===== config.mk =====
export PLATFORM = sky130hd
export DESIGN_NAME = fb_readback_port
export DESIGN_NICKNAME = d
export VERILOG_FILES = /design/src/rtl/fb_readback_pkg.sv /design/src/rtl/fb_readback_port_tag_pipe.sv /design/src/rtl/fb_readback_port.sv
export SDC_FILE = /design/constraint.sdc
export NUM_CORES = 1
export LEC_CHECK = 0
export ABC_AREA = 1
export CORE_MARGIN = 2
export CORE_UTILIZATION = 45
export DETAILED_ROUTE_END_ITERATION = 10
export GPL_TIMING_DRIVEN = 0
export PLACE_DENSITY_LB_ADDON = 0.1
export SLEW_MARGIN = 20
export SYNTH_ARGS = -nofsm -noshare
export SYNTH_HDL_FRONTEND = slang
export SYNTH_SLANG_ARGS = --single-unit

===== constraint.sdc =====
create_clock -name clock -period 3.47 [get_ports clock]
set_clock_uncertainty 0.05 [all_clocks]
set_input_delay 0.694 -clock clock [delete_from_list [all_inputs] [get_ports clock]]
set_output_delay 0.694 -clock clock [all_outputs]
set_load 0.01 [all_outputs]

===== src/rtl/fb_readback_pkg.sv =====
// Shared types and constants for the framebuffer read-port arbiter.
package fb_readback_pkg;

    // Width of the processor load-data path.
    localparam int CPU_DATA_W = 32;

    // Which client owns a read slot travelling through the RAM latency.
    typedef enum logic [1:0] {
        OWN_NONE = 2'd0,
        OWN_SCAN = 2'd1,
        OWN_CPU  = 2'd2
    } owner_t;

    // Processor read life cycle.
    typedef enum logic [1:0] {
        IDLE   = 2'd0,
        PEND   = 2'd1,
        FLIGHT = 2'd2
    } state_t;

endpackage


===== src/rtl/fb_readback_port_tag_pipe.sv =====
// Owner-tag delay line matching the RAM read latency. Each RAM slot issued
// carries exactly one tag, and the tail tag names the owner of the data now
// arriving on the RAM read port.
module fb_tag_pipe
    import fb_readback_pkg::*;
#(
    parameter int MEM_LAT = 2
) (
    input  logic   clock,
    input  logic   reset,
    input  owner_t i_tag,
    output owner_t o_tail
);

    owner_t r_stage [MEM_LAT];

    // Shift the slot owner along in lock step with the RAM read pipeline.
    always_ff @(posedge clock or posedge reset) begin
        if (reset) begin
            for (int i = 0; i < MEM_LAT; i++) begin
                r_stage[i] <= OWN_NONE;
            end
        end else begin
            r_stage[0] <= i_tag;
            for (int i = 1; i < MEM_LAT; i++) begin
                r_stage[i] <= r_stage[i-1];
            end
        end
    end

    assign o_tail = r_stage[MEM_LAT-1];

endmodule


===== src/rtl/fb_readback_port.sv =====
// Arbitrates the framebuffer's single read port between display scanout
// (always first) and processor loads. A processor read waits for a cycle
// without a scanout request, then rides the RAM latency with an owner tag
// so the returned index is steered to the right client.
module fb_readback_port
    import fb_readback_pkg::*;
#(
    parameter int ADDR_W  = 19,
    parameter int IDX_W   = 8,
    parameter int MEM_LAT = 2,
    parameter int TIMEOUT = 1023
) (
    input  logic                  clock,
    input  logic                  reset,
    input  logic                  cpu_rd_req,
    input  logic [ADDR_W-1:0]     cpu_rd_addr,
    output logic [CPU_DATA_W-1:0] cpu_rd_data,
    output logic                  cpu_rd_valid,
    output logic                  cpu_rd_err,
    output logic                  cpu_busy,
    input  logic                  scan_req,
    input  logic [ADDR_W-1:0]     scan_addr,
    output logic [IDX_W-1:0]      scan_data,
    output logic                  scan_valid,
    output logic [ADDR_W-1:0]     mem_addr,
    input  logic [IDX_W-1:0]      mem_rd_data
);

    localparam int              CNT_W       = $clog2(TIMEOUT + 1);
    localparam logic [CNT_W-1:0] TIMEOUT_CNT = CNT_W'(TIMEOUT);

    // Wait counter never passes the timeout value.
    function automatic logic [CNT_W-1:0] sat_inc(input logic [CNT_W-1:0] v);
        return (v == TIMEOUT_CNT) ? v : v + 1'b1;
    endfunction

    // Colour index placed in the low bits of the processor data word.
    function automatic logic [CPU_DATA_W-1:0] zext_idx(input logic [IDX_W-1:0] v);
        return {{(CPU_DATA_W-IDX_W){1'b0}}, v};
    endfunction

    state_t            r_state;
    logic [CNT_W-1:0]  r_wait;
    logic [ADDR_W-1:0] r_cpu_addr;
    logic [ADDR_W-1:0] r_last_addr;

    state_t            w_next_state;
    logic [CNT_W-1:0]  w_wait_next;
    logic              w_accept;
    logic              w_timeout;
    logic              w_cpu_done;
    owner_t            w_push_tag;
    owner_t            w_tail;
    logic [ADDR_W-1:0] w_mem_addr;

    // Processor FSM: accept, wait for a free slot (or give up), then await data.
    always_comb begin
        w_next_state = r_state;
        w_wait_next  = r_wait;
        w_accept     = 1'b0;
        w_timeout    = 1'b0;
        case (r_state)
            IDLE: begin
                if (cpu_rd_req) begin
                    w_accept     = 1'b1;
                    w_next_state = PEND;
                    w_wait_next  = '0;
                end
            end
            PEND: begin
                if (!scan_req) begin
                    w_next_state = FLIGHT;
                end else if (r_wait == TIMEOUT_CNT) begin
                    w_timeout    = 1'b1;
                    w_next_state = IDLE;
                end else begin
                    w_wait_next  = sat_inc(r_wait);
                end
            end
            FLIGHT: begin
                if (w_tail == OWN_CPU) begin
                    w_next_state = IDLE;
                end
            end
            default: begin
                w_next_state = IDLE;
            end
        endcase
    end

    // Slot selection: scanout wins every cycle it asks; an idle slot keeps
    // the previous address so the RAM input does not toggle needlessly.
    always_comb begin
        w_mem_addr = r_last_addr;
        w_push_tag = OWN_NONE;
        if (scan_req) begin
            w_mem_addr = scan_addr;
            w_push_tag = OWN_SCAN;
        end else if (r_state == PEND) begin
            w_mem_addr = r_cpu_addr;
            w_push_tag = OWN_CPU;
        end
    end

    // Control state, wait counter and held RAM address.
    always_ff @(posedge clock or posedge reset) begin
        if (reset) begin
            r_state     <= IDLE;
            r_wait      <= '0;
            r_last_addr <= '0;
        end else begin
            r_state     <= w_next_state;
            r_wait      <= w_wait_next;
            r_last_addr <= w_mem_addr;
        end
    end

    // Processor address captured only when a request is accepted.
    always_ff @(posedge clock) begin
        if (w_accept) begin
            r_cpu_addr <= cpu_rd_addr;
        end
    end

    fb_tag_pipe #(
        .MEM_LAT (MEM_LAT)
    ) u_tag_pipe (
        .clock  (clock),
        .reset  (reset),
        .i_tag  (w_push_tag),
        .o_tail (w_tail)
    );

    // Only the CPU read that is actually in flight can claim a CPU tag.
    assign w_cpu_done = (r_state == FLIGHT) && (w_tail == OWN_CPU);

    assign mem_addr     = w_mem_addr;
    assign scan_valid   = (w_tail == OWN_SCAN);
    assign scan_data    = scan_valid ? mem_rd_data : '0;
    assign cpu_rd_valid = w_cpu_done | w_timeout;
    assign cpu_rd_err   = w_timeout;
    assign cpu_rd_data  = w_cpu_done ? zext_idx(mem_rd_data) : '0;
    assign cpu_busy     = (r_state != IDLE);

endmodule

==> impl_metrics.tcl, run 1 <==
set metrics [dict create \
    status "finished, final reports clean" \
    die-area_sq_um 6350 \
    cts_setup_buffers 0 \
    end_kind "output pin" \
    synth_cells 282 \
    drive_above_1_share_pct 13.2 \
    leakage_nw 1.69 \
    clock_path_buffers 2 \
    dr.pass1.iters 6 \
    die_x_um 79.7 \
    cp_slowest_stage_delay_ns 0.61 \
    routed_wl_um 5510 \
    crit_arrival_ns 2.62 \
    final_common_cell "clkdlybuf4s50_1" \
    worst_pin_slew_ns 0.740 \
    ys_warn_count 0 \
    fillCellCount 445 \
    dr_total_vias 2204 \
    n_antenna_cell 0 \
    synth_cell_type_count 27 \
    crit_chain "clkdlybuf4s50_1 > clkbuf_1 > clkbuf_1 > nand2_1 > o31ai_1 > clkdlybuf4s50_1" \
    syn2layout_area_growth_pct 45.8 \
    clk_pin_slew_ns 0.09 \
    timing.fmax_mhz 298 \
    portBuffers 88 \
    power_density_nw_per_um2 537 \
    grtUsageTotal_pct 18.3 \
    dpl.hpwl_um 4190 \
    cap_violations 0 \
    seq_area_frac_synth_pct 56.1 \
    die_h_um 79.7 \
    slew_violations 0 \
    cts_root_buf "clkbuf_8" \
    slew_headroom_pct 50.6 \
    core_area_sq_um 5510 \
    gp_congestion 0.789 \
    crit_path_end "mem_addr[17]" \
    vias_per_cell 4.65 \
    rows 27 \
    antenna_found_initial 0 \
    period_minus_slack_ns 3.36 \
    finalHoldViolCount 0 \
    start_kind "input pin" \
    route.detailed.wl_per_inst_um 11.6 \
    design_area_sq_um 3760 \
    r2r_cells 3 \
    grt_pass1_vias 2121 \
    cts.sinks 54 \
    cp_max_fo 10 \
    finalSetupTns_ns 0 \
    hp-start "u_tag_pipe.r_stage[2]$_DFF_PP0_" \
    fin_ws_ns 0.110 \
    syn_area_per_cell_sq_um 9.14 \
    nets 452 \
    final_cell_mix "clkdlybuf4s50_1 (88), nor2_1 (62), nand2_1 (53)" \
    initial_core_util_pct 46.8 \
    cts_max_level 2 \
    ios 113 \
    startpoint "scan_req" \
    crit_type "in2out" \
    multi_input_area_sq_um 897 \
    ant_nets 0 \
    reg2reg_from "r_state[1]$_DFFE_PP0P_" \
    cts_tree "done" \
    cts_buffers 5 \
    hold_class "reg2reg" \
    grt_max_degree 36 \
    insertion_delay_ns 0.30 \
    setup_viol 0 \
    drtIter0Drc 105 \
    peakVddDrop_uv 318 \
    drc 0 \
    synth-seq-cells 54 \
    cp_slowest_cell "clkdlybuf4s50_1" \
    rsz0062_at_grt "false" \
    netlist_area_sq_um 2580 \
    place_area_sq_um 3650 \
    pre_cts_ws_ns 0.133 \
    grt_pass1_wl_um 9150 \
    overflow 0 \
    regArea_sq_um 1450 \
    required_ns 2.73 \
    fin_crit_sh_pct 96.8 \
    ff2ff_setup_slack_ns 1.84 \
    rr_endpoint "r_cpu_addr[12]$_DFFE_PP_" \
]
-- metrics by stage --
| stage | utilization [%] | hold WS [ns] | power, mW | cells |
|---|---|---|---|---|
| 5_1_grt | 68.2 | 0.325 | 2.14 | 474 |
| 3_5_place_dp | 66.2 | 0.286 | 1.62 | 466 |
| 2_1_floorplan | - | 0.281 | 1.29 | 305 |
| 3_3_place_gp | 66.0 | 0.284 | 1.60 | 465 |
| 4_1_cts | 68.2 | 0.308 | 2.04 | 474 |
| 6_report | 68.2 | 0.307 | 2.02 | 474 |
-- logic make-up after synthesis --
| kind of cell | after synthesis | synth area share (%) |
|---|---|---|
| AOI/OAI and AO/OA | 28 | 7.92 |
| buffers and inverters | 58 | 12.5 |
| and+or+nand+nor | 137 | 21.8 |
| other | 1 | 0.146 |
| adders and majority gates | 1 | 0.486 |
| DFF | 54 | 56.1 |
| xor gates and xnor gates | 3 | 1.02 |
-- cell usage after synthesis --
cell / n / area, sq um
nor2_1: 63 / 236
nand2_1: 53 / 199
dfrtp_1: 35 / 876
buf_4: 24 / 180
inv_1: 20 / 75.1
edfxtp_1: 19 / 571
o31ai_1: 19 / 143
nand3_1: 9 / 45.0
buf_2: 5 / 25.0
clkbuf_1: 5 / 18.8
nand4_1: 4 / 25.0
o21ai_2: 4 / 35.0
nand2_2: 3 / 18.8
inv_2: 2 / 7.51
nor2_2: 2 / 12.5
o21ai_0: 2 / 10.0
o21ai_1: 2 / 10.0
xnor2_1: 2 / 17.5
buf_6: 1 / 11.3
clkinv_1: 1 / 3.75
conb_1: 1 / 3.75
ha_1: 1 / 12.5
nand3b_1: 1 / 7.51
nor2_4: 1 / 11.3
o22ai_1: 1 / 6.26
or2_1: 1 / 6.26
xor2_1: 1 / 8.76
-- metal layers --
layer | track usage, % | share of wire [%] | vias to the layer above
li1 | - | - | 1096
met1 | 22.3 | 42 | 999
met2 | 31.8 | 46 | 103
met3 | 5.43 | 11 | 6
met4 | 4.48 | 0.80 | 0
met5 | 0 | 0 | -
-- sequential cells by signal (all words and copies together), names as in the netlist --
signal	cells
r_cpu_addr	19
r_last_addr	19
r_wait	10
r_state	2
u_tag_pipe.o_tail	2
u_tag_pipe.r_stage	2
-- power breakdown --
group | switching (mW) | leakage, nW | internal, mW | total (mW)
Sequential | 0.0494 | 0.619 | 0.806 | 0.856
Combinational | 0.412 | 1.02 | 0.341 | 0.753
Clock | 0.194 | 0.0524 | 0.216 | 0.410
-- worst max-delay path: cells and delay by family --
kind	cells	cell delay, ns
AND/OR/NAND/NOR	1	0.11
AO/OA/AOI/OAI	1	0.12
buffers and inverters	4	1.69
-- cell type report --
class	instances	share of cell area, %
well taps	72	2.40
multi-input cells	193	23.9
clock inverters	1	0.799
inverters	23	2.30
repair buffers	89	23.8
clock buffers	7	2.03
plain buffers	35	6.33
flip-flops and latches	54	38.5
-- worst min-delay path by stage --
stage,to,cells past startpoint
final,u_tag_pipe.o_tail[0]$_DFF_PP0_,0
after global routing,u_tag_pipe.o_tail[0]$_DFF_PP0_,0
after CTS,u_tag_pipe.o_tail[0]$_DFF_PP0_,0
after detailed placement,u_tag_pipe.o_tail[0]$_DFF_PP0_,0
after global placement,u_tag_pipe.o_tail[1]$_DFF_PP0_,0
after floorplan,u_tag_pipe.o_tail[0]$_DFF_PP0_,0
-- what timing repair did --
item | CTS | global route
endpoints found under the setup margin | 0 | 2
hold buffers | 0 | 0
gates resized for setup | 0 | 4
Power figures use the tool's default switching activity.
==> run 2: changes to the inputs <==
==> constraint.sdc (replaced) <==
create_clock -name clock -period 3.47 [get_ports clock]
set_clock_uncertainty 0.05 [all_clocks]
set_input_delay 0.5205 -clock clock [delete_from_list [all_inputs] [get_ports clock]]
set_output_delay 0.5205 -clock clock [all_outputs]
set_load 0.01 [all_outputs]
==> impl_metrics.tcl, run 2 (same netlist as run 1, synthesis figures left out) <==
set metrics [dict create \
    status "finished, final reports clean" \
    die_h_um 79.7 \
    slew_headroom_pct 50.7 \
    end_kind "output pin" \
    drive_above_1_share_pct 12.7 \
    cts_resized 0 \
    portBuffers 88 \
    initial_core_util_pct 46.8 \
    antenna_found_initial 0 \
    reg2reg_from "r_state[1]$_DFFE_PP0P_" \
    gp_congestion 0.789 \
    finalPower_mw 2.02 \
    pre_cts_ws_ns 0.480 \
    finalSetupTns_ns 0 \
    rsz0062_at_grt "false" \
    die-area_sq_um 6350 \
    die_x_um 79.7 \
    cts.sinks 54 \
    grt_max_degree 36 \
    rr_endpoint "r_cpu_addr[12]$_DFFE_PP_" \
    ff2ff_setup_slack_ns 1.84 \
    overflow 0 \
    crit_type "in2out" \
    grtUsageTotal_pct 18.3 \
    cp_slowest_cell "clkdlybuf4s50_1" \
    finalHoldViolCount 0 \
    setup_viol 0 \
    fin_ws_ns 0.473 \
    start_kind "input pin" \
    reg.largest.list "r_cpu_addr x19, r_last_addr x19, r_wait x10" \
    cts_max_level 2 \
    startpoint "scan_req" \
    rows 27 \
    drtIter0Drc 106 \
    dr.pass1.iters 6 \
    crit_arrival_ns 2.43 \
    crit_cells 6 \
    place_area_sq_um 3650 \
    cp_max_fo 10 \
    routed_wl_um 5510 \
    worst_pin_slew_ns 0.738 \
    slew_violations 0 \
    cap_violations 0 \
    final_common_cell "clkdlybuf4s50_1" \
    crit_path_end "mem_addr[17]" \
    hold_ws_ns 0.307 \
    r2r_cells 3 \
    route.detailed.wl_per_inst_um 11.6 \
    cts_setup_buffers 0 \
    final_cell_mix "clkdlybuf4s50_1 (88), nor2_1 (62), nand2_1 (53)" \
    cts_tree "done" \
    ant_nets 0 \
    period_minus_slack_ns 3.00 \
    peakVddDrop_uv 318 \
    cts_root_buf "clkbuf_8" \
    dpl.hpwl_um 4190 \
    timing.fmax_mhz 334 \
    grt_pass1_wl_um 9150 \
    core_area_sq_um 5510 \
    nets 452 \
    vias_per_cell 4.65 \
    dr_total_vias 2202 \
    ios 113 \
    required_ns 2.90 \
    drc 0 \
    clk_pin_slew_ns 0.09 \
    clock_path_buffers 2 \
    hold_class "reg2reg" \
    cpLargestDelayFamily "buffers and inverters" \
    power_density_nw_per_um2 537 \
    design_area_sq_um 3750 \
    cts_hold_buf 0 \
    leakage_nw 1.69 \
    crit_chain "clkdlybuf4s50_1 > clkbuf_1 > clkbuf_1 > nand2_1 > o31ai_1 > clkdlybuf4s50_1" \
    syn2layout_area_growth_pct 45.7 \
    cts_buffers 5 \
    grt_pass1_vias 2121 \
    crit_buf_inv 4 \
    cp_slowest_stage_delay_ns 0.61 \
    fin_crit_sh_pct 86.4 \
    n_antenna_cell 0 \
    insertion_delay_ns 0.30 \
]
-- run 2: cell count changes in the layout (fill, tap and decap cells not counted) --
cell / change
clkbuf_1: +2
clkbuf_2: -2
-- run 2: power breakdown --
group          switching, mW  internal, mW
logic                  0.412         0.340
registers             0.0494         0.806
clock network          0.193         0.216
total                  0.654          1.36
-- run 2: worst min path at each step --
stage / end / cells past startpoint / start / slack (ns)
final: u_tag_pipe.o_tail[0]$_DFF_PP0_ / 0 / u_tag_pipe.r_stage[2]$_DFF_PP0_ / 0.31
after global routing: u_tag_pipe.o_tail[0]$_DFF_PP0_ / 0 / u_tag_pipe.r_stage[2]$_DFF_PP0_ / 0.33
after CTS: u_tag_pipe.o_tail[0]$_DFF_PP0_ / 0 / u_tag_pipe.r_stage[2]$_DFF_PP0_ / 0.31
after detailed placement: u_tag_pipe.o_tail[0]$_DFF_PP0_ / 0 / u_tag_pipe.r_stage[2]$_DFF_PP0_ / 0.29
after global placement: u_tag_pipe.o_tail[1]$_DFF_PP0_ / 0 / u_tag_pipe.r_stage[3]$_DFF_PP0_ / 0.28
after floorplan: u_tag_pipe.o_tail[0]$_DFF_PP0_ / 0 / u_tag_pipe.r_stage[2]$_DFF_PP0_ / 0.28
-- run 2: metal layers --
| metal | wire, um | part of all wire (%) | track usage [%] | up-vias |
|---|---|---|---|---|
| met5 | 0 | 0 | 0 | - |
| met3 | 606 | 11 | 5.43 | 6 |
| met1 | 2330 | 42 | 22.3 | 995 |
| li1 | - | - | - | 1098 |
| met4 | 44 | 0.80 | 4.48 | 0 |
| met2 | 2520 | 46 | 31.8 | 103 |
-- run 2: area by class of cell --
| cell class | count | area, sq um |
|---|---|---|
| Clock inverter | 1 | 30.0 |
| Multi-Input combinational cell | 193 | 897 |
| Buffer | 35 | 235 |
| Fill cell | 447 | 1750 |
| Sequential cell | 54 | 1450 |
| Tap cell | 72 | 90.1 |
| Timing Repair Buffer | 89 | 892 |
| Inverter | 23 | 86.3 |
| Clock buffer | 7 | 76.3 |
-- run 2: per-stage QoR --
stage / std cells / utilization (%)
detailed placement: 466 / 66.2
floorplan: 305 / -
global route: 474 / 68.2
finish: 474 / 68.2
CTS: 474 / 68.2
global placement: 465 / 66.0
-- run 2: worst reg2reg max path: stages, from the launching register on --
cell and delay (ns):
dfrtp_1 0.44, or2_1 0.29, nor2_2 0.31, buf_6 0.24
==> run 3: changes to the inputs <==
--- a/config.mk
+++ b/config.mk
@@ -11,7 +11,6 @@
 export DETAILED_ROUTE_END_ITERATION = 10
 export GPL_TIMING_DRIVEN = 0
 export PLACE_DENSITY_LB_ADDON = 0.1
-export SLEW_MARGIN = 20
 export SYNTH_ARGS = -nofsm -noshare
 export SYNTH_HDL_FRONTEND = slang
 export SYNTH_SLANG_ARGS = --single-unit
==> impl_metrics.tcl, run 3 (same netlist as run 1, synthesis figures left out) <==
set metrics [dict create \
    cpLargestDelayFamily "buffers and inverters" \
    antenna_found_initial 0 \
    grt_pass1_vias 2071 \
    finalHoldViolCount 0 \
    slew_violations 0 \
    finalSetupTns_ns 0 \
    final_cell_mix "clkdlybuf4s50_1 (88), nor2_1 (62), nand2_1 (53)" \
    grt_pass1_wl_um 9000 \
    met3_usage_pct 6.22 \
    cts_root_buf "clkbuf_8" \
    power_density_nw_per_um2 520 \
    required_ns 2.90 \
    dpl.hpwl_um 4150 \
    status "finished, final reports clean" \
    overflow 0 \
    fin_crit_sh_pct 87.3 \
    fin_ws_ns 0.442 \
    hold_class "reg2reg" \
    rr_endpoint "r_wait[7]$_DFFE_PP0P_" \
    cts_hold_buf 0 \
    cts_buffers 5 \
    final_common_cell "clkdlybuf4s50_1" \
    insertion_delay_ns 0.30 \
    cts_resized 0 \
    dr_total_vias 2155 \
    start_kind "input pin" \
    die_x_um 79.7 \
    worst_pin_slew_ns 0.737 \
    leakage_nw 1.67 \
    cts_tree "done" \
    crit_arrival_ns 2.46 \
    setup_viol 0 \
    reg.largest.list "r_cpu_addr x19, r_last_addr x19, r_wait x10" \
    rsz0062_at_grt "false" \
    drive_above_1_share_pct 12.7 \
    cts.sinks 54 \
    die_h_um 79.7 \
    grt_max_degree 36 \
    grtUsageTotal_pct 18.2 \
    place_area_sq_um 3650 \
    syn2layout_area_growth_pct 45.0 \
    crit_chain "clkdlybuf4s50_1 > clkbuf_1 > clkbuf_1 > nand2_1 > o31ai_1 > clkdlybuf4s50_1" \
    hp-start "u_tag_pipe.r_stage[3]$_DFF_PP0_" \
    drtIter0Drc 122 \
    end_kind "output pin" \
    clock_path_buffers 2 \
    dr.pass1.iters 4 \
    timing.fmax_mhz 330 \
    ff2ff_setup_slack_ns 1.93 \
    hold-path-cell-count 0 \
    dp.cells 466 \
    vias_per_cell 4.55 \
    cts_setup_buffers 0 \
    crit_buf_inv 4 \
    reg2reg_from "r_wait[1]$_DFFE_PP0P_" \
    rows 27 \
    stdcell_count 474 \
    r2r_cells 8 \
    nets 452 \
    initial_core_util_pct 46.8 \
    cp_slowest_stage_delay_ns 0.61 \
    crit_type "in2out" \
    cts_max_level 2 \
    hold_ws_ns 0.308 \
    die-area_sq_um 6350 \
    core_area_sq_um 5510 \
    peakVddDrop_uv 371 \
    portBuffers 88 \
    cp_slowest_cell "clkdlybuf4s50_1" \
    ant_nets 0 \
    grt_util_met2_pct 30.6 \
    routed_wl_um 5450 \
    drc 0 \
    route.detailed.wl_per_inst_um 11.5 \
    grtUsageMet1_pct 21.8 \
    pre_cts_ws_ns 0.472 \
    period_minus_slack_ns 3.03 \
    design_area_sq_um 3730 \
    clk_pin_slew_ns 0.09 \
    cp_max_fo 10 \
    ios 113 \
    cap_violations 0 \
    n_antenna_cell 0 \
    slew_headroom_pct 50.8 \
    busiest_layer "met2" \
    whs_endpoint "u_tag_pipe.o_tail[1]$_DFF_PP0_" \
    gp_congestion 0.789 \
]
[run 3: cell count changes in the layout (fill, tap and decap cells not counted), sizes merged]
cell and change:
clkinvlp +1, bufinv -1
[run 3: worst register-to-register path: cells and delay by family (launching register included)]
family / cells / cell delay (ns)
adders and majority gates: 1 / 0.23
DFF: 1 / 0.42
and+or+nand+nor: 6 / 0.66
buffers and inverters: 1 / 0.10
[run 3: how the worst max path moves through the flow]
stage	start	end	cells past startpoint	slack (ns)
final	scan_req	mem_addr[18]	6	0.44
after global routing	scan_req	mem_addr[15]	6	0.33
after CTS	scan_req	mem_addr[18]	6	0.42
after detailed placement	scan_req	mem_addr[12]	6	0.47
after global placement	scan_req	mem_addr[18]	6	0.50
after floorplan	r_state[1]$_DFFE_PP0P_	r_cpu_addr[0]$_DFFE_PP_	2	1.47
[run 3: layer usage]
| layer | vias to the layer above | part of all wire [%] | routed length [um] |
|---|---|---|---|
| li1 | 1096 | - | - |
| met1 | 953 | 43 | 2350 |
| met2 | 97 | 44 | 2410 |
| met3 | 9 | 11 | 598 |
| met4 | 0 | 1.7 | 94 |
| met5 | - | 0 | 0 |
[run 3: layout make-up]
type                       count  area, sq um
sequential                    54         1450
buffer                        35          235
fill                         464         1770
tap                           72         90.1
inverter                      23         86.3
timing repair buffer          89          896
clock buffer                   7         76.3
clock inverter                 1         7.51
multi-input combinational    193          897
[run 3: through the flow]
step | total power [mW] | utilization [%]
2_1_floorplan | 1.29 | -
3_3_place_gp | 1.60 | 66.0
3_5_place_dp | 1.62 | 66.3
4_1_cts | 1.97 | 67.8
5_1_grt | 2.08 | 67.8
6_report | 1.94 | 67.8
[run 3: power by group]
part | leakage [nW] | internal [mW] | switching (mW)
Sequential | 0.619 | 0.806 | 0.0487
Combinational | 1.01 | 0.343 | 0.409
Clock | 0.0385 | 0.143 | 0.193
